## src/rtl/demux_pkg.sv

```systemverilog
// demux_pkg: shared state encoding, default width and even-parity helper for the deserializer path
package demux_pkg;
  localparam int DEF_WIDTH = 8;
  typedef enum logic [1:0] {ST_IDLE, ST_COLLECT, ST_PARITY} state_t;
  function automatic logic parity(input logic [63:0] d);
    return ^d;
  endfunction
endpackage

```

## src/rtl/demux_idx_cnt.sv

```systemverilog
// demux_idx_cnt: slot index counter with clear, load-to-1 and increment
module demux_idx_cnt #(
  parameter int SEL_W = 3
) (
  input  logic             clk,
  input  logic             rst,
  input  logic             i_clr,
  input  logic             i_load,
  input  logic             i_inc,
  output logic [SEL_W-1:0] o_sel
);
  logic [SEL_W-1:0] r_sel;
  always_ff @(posedge clk) begin
    if (rst || i_clr) r_sel <= '0;
    else if (i_load) r_sel <= SEL_W'(1);
    else if (i_inc) r_sel <= r_sel + SEL_W'(1);
  end
  assign o_sel = r_sel;
endmodule

```

## src/rtl/demux1to8_deser.sv

```systemverilog
// demux1to8_deser: rebuilds LSB-first serial words into parallel bytes with a one-cycle valid pulse
// Defining DEMUX_PARITY_CHK_EN adds a trailing even-parity bit per word and drives par_err.
module demux1to8_deser
  import demux_pkg::*;
#(
  parameter int  WIDTH = DEF_WIDTH,
  localparam int SEL_W = $clog2(WIDTH)
) (
  input  logic             clk,
  input  logic             rst,
  input  logic             in_valid,
  input  logic             in_start,
  input  logic             in_bit,
  output logic [WIDTH-1:0] data_out,
  output logic             out_valid,
  output logic [SEL_W-1:0] sel,
  output logic             busy,
  output logic             frame_err,
  output logic             par_err
);
  state_t           r_state, w_state_nxt;
  logic [WIDTH-1:0] r_shadow, w_shadow_nxt, r_data;
  logic             r_out_valid, r_frame_err;
  logic             w_start, w_bit, w_last, w_done, w_inc, w_clr;
  logic [SEL_W-1:0] w_sel;
  assign w_start = in_valid & in_start;
  assign w_bit   = in_valid & ~in_start;
  assign w_last  = w_sel == SEL_W'(WIDTH - 1);
  demux_idx_cnt #(.SEL_W(SEL_W)) u_idx (
    .clk   (clk),
    .rst   (rst),
    .i_clr (w_clr),
    .i_load(w_start),
    .i_inc (w_inc),
    .o_sel (w_sel)
  );
  // a start bit always restarts at slot 0, which doubles as the abort path mid-word
  always_comb begin
    w_state_nxt  = r_state;
    w_shadow_nxt = r_shadow;
    w_done       = 1'b0;
    w_inc        = 1'b0;
    w_clr        = 1'b0;
    if (w_start) begin
      w_state_nxt  = ST_COLLECT;
      w_shadow_nxt = WIDTH'(in_bit);
    end else if (w_bit && r_state == ST_COLLECT) begin
      w_shadow_nxt[w_sel] = in_bit;
      w_inc               = ~w_last;
`ifdef DEMUX_PARITY_CHK_EN
      w_state_nxt = w_last ? ST_PARITY : ST_COLLECT;
`else
      w_done      = w_last;
      w_clr       = w_last;
      w_state_nxt = w_last ? ST_IDLE : ST_COLLECT;
`endif
    end
`ifdef DEMUX_PARITY_CHK_EN
    else if (w_bit && r_state == ST_PARITY) begin
      w_done      = 1'b1;
      w_clr       = 1'b1;
      w_state_nxt = ST_IDLE;
    end
`endif
  end
  always_ff @(posedge clk) begin
    if (rst) begin
      r_state     <= ST_IDLE;
      r_shadow    <= '0;
      r_data      <= '0;
      r_out_valid <= 1'b0;
      r_frame_err <= 1'b0;
    end else begin
      r_state     <= w_state_nxt;
      r_shadow    <= w_shadow_nxt;
      r_data      <= w_done ? w_shadow_nxt : r_data;
      r_out_valid <= w_done;
      r_frame_err <= w_start & (r_state != ST_IDLE);
    end
  end
`ifdef DEMUX_PARITY_CHK_EN
  logic r_par_err;
  always_ff @(posedge clk) begin
    if (rst) r_par_err <= 1'b0;
    else r_par_err <= w_done & (parity(64'(r_shadow)) ^ in_bit);
  end
  assign par_err = r_par_err;
`else
  assign par_err = 1'b0;
`endif
  assign data_out  = r_data;
  assign out_valid = r_out_valid;
  assign sel       = w_sel;
  assign busy      = r_state != ST_IDLE;
  assign frame_err = r_frame_err;
endmodule
```

## config.mk

```make
export PLATFORM = sky130hd
export DESIGN_NAME = demux1to8_deser
export DESIGN_NICKNAME = d
export VERILOG_FILES = /design/src/rtl/demux_pkg.sv /design/src/rtl/demux_idx_cnt.sv /design/src/rtl/demux1to8_deser.sv
export SDC_FILE = /design/constraint.sdc
export NUM_CORES = 1
export LEC_CHECK = 0
export CAP_MARGIN = 20
export CORE_MARGIN = 5
export CORE_UTILIZATION = 25
export DETAILED_ROUTE_END_ITERATION = 16
export GPL_ROUTABILITY_DRIVEN = 0
export PLACE_DENSITY = 0.58
export SLEW_MARGIN = 25
export SYNTH_ARGS = -nofsm -noshare
export SYNTH_HDL_FRONTEND = slang
export SYNTH_SLANG_ARGS = --single-unit
```

## constraint.sdc

```tcl
create_clock -name clk -period 1.4 [get_ports clk]
set_input_delay 0.28 -clock clk [delete_from_list [all_inputs] [get_ports clk]]
set_output_delay 0.28 -clock clk [all_outputs]
set_load 0.005 [all_outputs]
```

==> results.toml, run 1 <==
[outcome]
status = "completed"

[synthesis]
synth.area.top_cells = "dfxtp_1 (48%), mux2i_1 (7.6%), nand2_1 (5.7%)"
synthAdderAreaFrac_pct = 2.72
yosys-top-cells-count = "dfxtp_1 (22), nand2_1 (14), nor2_1 (11), o21ai_1 (8), mux2i_1 (7)"
synth_top_family_by_area = "simple AND/OR/NAND/NOR gates"
synth_xor_xnor_area_share_pct = 0
synthSimpleGateAreaFrac_pct = 28.9
synth_area_sq_um = 918
postSynthNetCount = 106
yosysTopAreaCell = "dfxtp_1"
yosysMostFrequentCell = "dfxtp_1"
synth-edff-count = 0
syn-instance-count = 99
syn_area_per_cell_sq_um = 9.28
ys.warnings.count = 0
synth-compound-area-share_pct = 8.72
synth.area.mux_share_pct = 7.63
netlist.area_leader.share_pct = 48.0
synth_ff_type = "dfxtp_1"
ys_seq_area_share_pct = 48.0
synth_seq_cells = 22
ys_types = 26
synthArstFlopShare_pct = 0

[global_routing]
grt_pass1_wl_um = 3410
grt_pass1_vias = 782
antenna_found_initial = 0
track_usage_pct = 8.71
grt-ovfl-total = 0
grt_max_degree = 13

[setup_path]
rrSetupSlack_ps = 40
end_kind = "output pin"
critPathBufInv = 1
arrival_ps = 1090
cp_slowest_cell = "clkdlybuf4s50_1"
crit_type = "reg2out"
worstPathRequired_ps = 1120
worst_setup_path_start_kind = "register"
crit_fanout = 2
critPathMaxStageDelay_ps = 500
worstPathCellList = "clkdlybuf4s50_1"
path_delay_family = "buffers and inverters"

[sta]
hold_viol = 0
finalSetupViolations = 0
skew_ps = 3.22
drv_slew = 0
rsz0062_at_grt = "yes"
max_freq_mhz = 729
finalCritPeriodShare_pct = 98.0
timing.final.crit_period_ps = 1370

[floorplanning]
start_util_pct = 25.5
die_w_um = 70.6
rows = 22
io_pins = 20
core-area_sq_mm = 0.00361
die_area_sq_mm = 0.00499
die_height_um = 70.6

[drt]
ant_nets = 0
initialDrtViolationCount = 20
vias = 792
wl_per_cell_um = 11.5
avgViaCountPerCell = 4.35
drc = 0
wl_um = 2090
first_pass_iters = 2

[place]
hpwl_um = 1570
io_buffer_count = 18
place_inst = 175

[finish]
instances_no_fill = 182
n_antenna_cell = 0
drive_gt1_share_pct = 33.6
post-route-util_pct = 38.9
area_growth_pct = 52.7
fin_nets = 142

[power_and_ir_drop]
finalPower_uw = 1200
ir_worst_vdd_uv = 328
p_leak_uw = 0.000570
p_per_area_mw_per_mm2 = 852

[clock_tree]
clock_sink_count = 22
clk_pin_slew_ps = 80
clk_latency_ps = 260
clk_path_buf_depth = 2
numCtsBuffers = 3
htreeDepth = 1
cts_root_buffer = "clkbuf_8"
cts_tree = "built"

[worst_hold_path]
hold_path_class = "reg2reg"

[flow_run]
cap_violations = 0
cells by family (layout without fill, tap and decap cells):
group | Yosys count | count (layout)
simple gates | 45 | 46
flops | 22 | 22
compound gates | 15 | 15
mux | 7 | 7
buf+inv | 7 | 41
fa+ha+maj | 2 | 2
other cells | 1 | 1
through the flow:
stage	instance area, sq um	TNS [ps]	hold WS, ps	setup WS (ps)
after floorplan	920	0	349	17.6
after global placement	1260	-6110	443	-393
final	1400	0	450	28.0
after detailed placement	1260	-6880	447	-479
after global routing	1400	-139	480	-70.7
after CTS	1370	-25.7	458	-25.7
flip-flops by register name, summed over array words and instances (netlist names):
name and cells:
data_out 8, r_shadow 8, u_idx.o_sel 3, frame_err 1, out_valid 1, r_state 1
layout make-up:
cell class                      instances  area (sq um)
Fill cell                             379          2200
Multi-Input combinational cell         71           493
Sequential cell                        22           459
Timing Repair Buffer                   36           332
Tap cell                               48          60.1
Clock buffer                            4          55.1
Inverter                                1          3.75
power breakdown:
part | internal (uW) | total, uW | switching [uW]
Clock | 250 | 445 | 195
Sequential | 628 | 635 | 6.97
Combinational | 64.7 | 116 | 51.0
final timing paths:
path / startpoint / endpoint / cells past startpoint
worst min-delay path: data_out[2] / data_out[2] / 2
worst max register to register: r_state[0] / data_out[5] / 4
worst max-delay path: data_out[3] / data_out[3] / 1
worst min register to register: data_out[2] / data_out[2] / 2
routing by layer:
metal  global-route usage [%]  wire (um)  vias to the layer above
met4                     3.76         24                        0
met2                     16.2       1070                       16
met3                     2.98        132                        4
li1                         -          -                      406
met5                        0          0                        -
met1                     8.76        859                      366
cells in the final DEF, fill, tap and decap left out, drive strengths merged:
cell type | Yosys | final
dfxtp | 22 | 22
buf | 4 | 18
nand2 | 14 | 14
nor2 | 11 | 11
clkdlybuf4s50 | 0 | 9
o21ai | 9 | 9
mux2i | 7 | 7
dlygate4sd2 | 0 | 7
nor3b | 7 | 7
a21oi | 5 | 5
clkbuf | 2 | 4
nor4b | 3 | 3
nor3 | 3 | 3
or2 | 1 | 2
ha | 2 | 2
dlymetal6s2s | 0 | 2
nand3b | 2 | 2
o211a | 1 | 1
nor2b | 1 | 1
nand2b | 1 | 1
nand4b | 1 | 1
and3b | 1 | 1
inv | 1 | 1
conb | 1 | 1
what timing repair did:
action | CTS | global route
hold buffers | 0 | 0
setup endpoints to repair | 22 | 13
cloned | 0 | 1
buffers inserted | 3 | 0
pin swaps | 3 | 4
gates resized for setup | 21 | 12
Note: power is estimated with default switching activity, not from simulation.
==> inputs of run 2 (changes only) <==
--- a/config.mk
+++ b/config.mk
@@ -11,6 +11,7 @@
 export DETAILED_ROUTE_END_ITERATION = 16
 export GPL_ROUTABILITY_DRIVEN = 0
 export PLACE_DENSITY = 0.58
+export REMOVE_ABC_BUFFERS = 1
 export SLEW_MARGIN = 25
 export SYNTH_ARGS = -nofsm -noshare
 export SYNTH_HDL_FRONTEND = slang
==> run 2 against run 1 <==
Compared with the run above: clock-buffer cell count down 1; setup slack got worse by 3.3 ps; largest power group unchanged; highest routed layer unchanged; critical path depth unchanged; clock power is 33% higher; non-clock buffer count increased by 7; critical path type unchanged; critical endpoint is now data_out[6].
==> results.toml, run 2 (same netlist as run 1, synthesis figures left out) <==
[floorplanning]
die_w_um = 70.6
die_area_sq_mm = 0.00499
core-area_sq_mm = 0.00361
die_height_um = 70.6
start_util_pct = 25.5
io_pins = 20
rows = 22

[setup_path]
crit_type = "reg2out"
worstReg2RegStart = "u_idx.o_sel[2]"
critPathBufInv = 1
worstPathCellList = "clkdlybuf4s50_1"
critPathMaxStageDelay_ps = 500
crit_start = "data_out[6]"
arrival_ps = 1100
path_delay_family = "buffers and inverters"
cp_slowest_cell = "clkdlybuf4s50_1"
end_kind = "output pin"
crit_fanout = 2
worst_setup_path_start_kind = "register"
worstPathRequired_ps = 1120

[drt]
initialDrtViolationCount = 27
avgViaCountPerCell = 4.28
first_pass_iters = 4
ant_nets = 0
vias = 804
wl_per_cell_um = 11.7
wl_um = 2190
drc = 0

[global_routing]
grt-ovfl-total = 0
grt_pass1_wl_um = 3710
track_usage_pct = 9.16
grt_max_degree = 14
antenna_found_initial = 0
grt_pass1_vias = 795

[clock_tree]
clk_path_buf_depth = 2
cts_hold_buf = 0
clk_pin_slew_ps = 80
clk_latency_ps = 260
cts_tree = "built"
htreeDepth = 1
clock_sink_count = 22
cts_root_buffer = "clkbuf_8"
numCtsBuffers = 3

[finish]
post-route-util_pct = 41.9
area_growth_pct = 64.4
layout_commonest_cell = "buf_4"
regArea_sq_um = 450
mostFrequentLayoutCells = "buf_4 (19), dfxtp_1 (14), nand2_1 (13), nor2_1 (11)"
fin_nets = 148
n_antenna_cell = 0
multi_input_area_sq_um = 520
drive_gt1_share_pct = 37.1
nFillCells = 365

[power_and_ir_drop]
p_leak_uw = 0.000697
p_per_area_mw_per_mm2 = 907
ir_worst_vdd_uv = 323

[flow_run]
cap_violations = 0

[sta]
skew_ps = 3.28
finalSetupViolations = 0
finalCritPeriodShare_pct = 98.2
rsz0062_at_grt = "yes"
max_freq_mhz = 727
hold_viol = 0
timing.final.crit_period_ps = 1380
tns_ps = 0
drv_slew = 0

[place]
io_buffer_count = 18
hpwl_um = 1500

[outcome]
status = "completed"

[worst_hold_path]
min_from = "data_out[5]"
hold_path_class = "reg2reg"
[run 2: metal layers]
metal	part of all wire [%]	GRT usage, %
met1	45	11.5
met2	48	14.6
met3	5.0	2.13
met4	1.3	5.01
met5	0	0
[run 2: path summary, 6_finish.rpt]
| check | end | slack [ps] | depth (start not counted) |
|---|---|---|---|
| setup / recovery | data_out[6] | 20 | 1 |
| hold / removal | data_out[5] | 450 | 2 |
| hold reg to reg | data_out[5] | 450 | 2 |
| setup reg to reg | data_out[1] | 50 | 5 |
[run 2: through the flow]
| step | total power (uW) | cells | cell area (sq um) | hold slack, ps | worst slack, ps |
|---|---|---|---|---|---|
| after detailed placement | 770 | 178 | 1280 | 443 | -498 |
| after CTS | 1370 | 185 | 1400 | 454 | 3.49 |
| final | 1370 | 188 | 1510 | 446 | 24.7 |
| after global placement | 767 | 178 | 1280 | 439 | -488 |
| after floorplan | 689 | 93 | 888 | 349 | -78.7 |
| after global routing | 1430 | 188 | 1510 | 470 | -53.0 |
[run 2: layout make-up]
class | count | share of cell area (%)
multi-input cells | 70 | 34.5
flip-flops and latches | 22 | 29.8
repair buffers | 43 | 26.8
well taps | 48 | 3.98
clock buffers | 3 | 2.73
clock inverters | 1 | 1.99
inverters | 1 | 0.249
[run 2: power breakdown]
group	switching [uW]	internal, uW	total, uW
registers	4.82	633	638
clock network	211	382	593
logic	62.9	75.7	139
total	279	1090	1370
[run 2: repair_timing]
item                       CTS  global route
pin swaps                    0             4
gates resized for setup     18            24
setup buffers                3             3
setup endpoints to repair   26            22
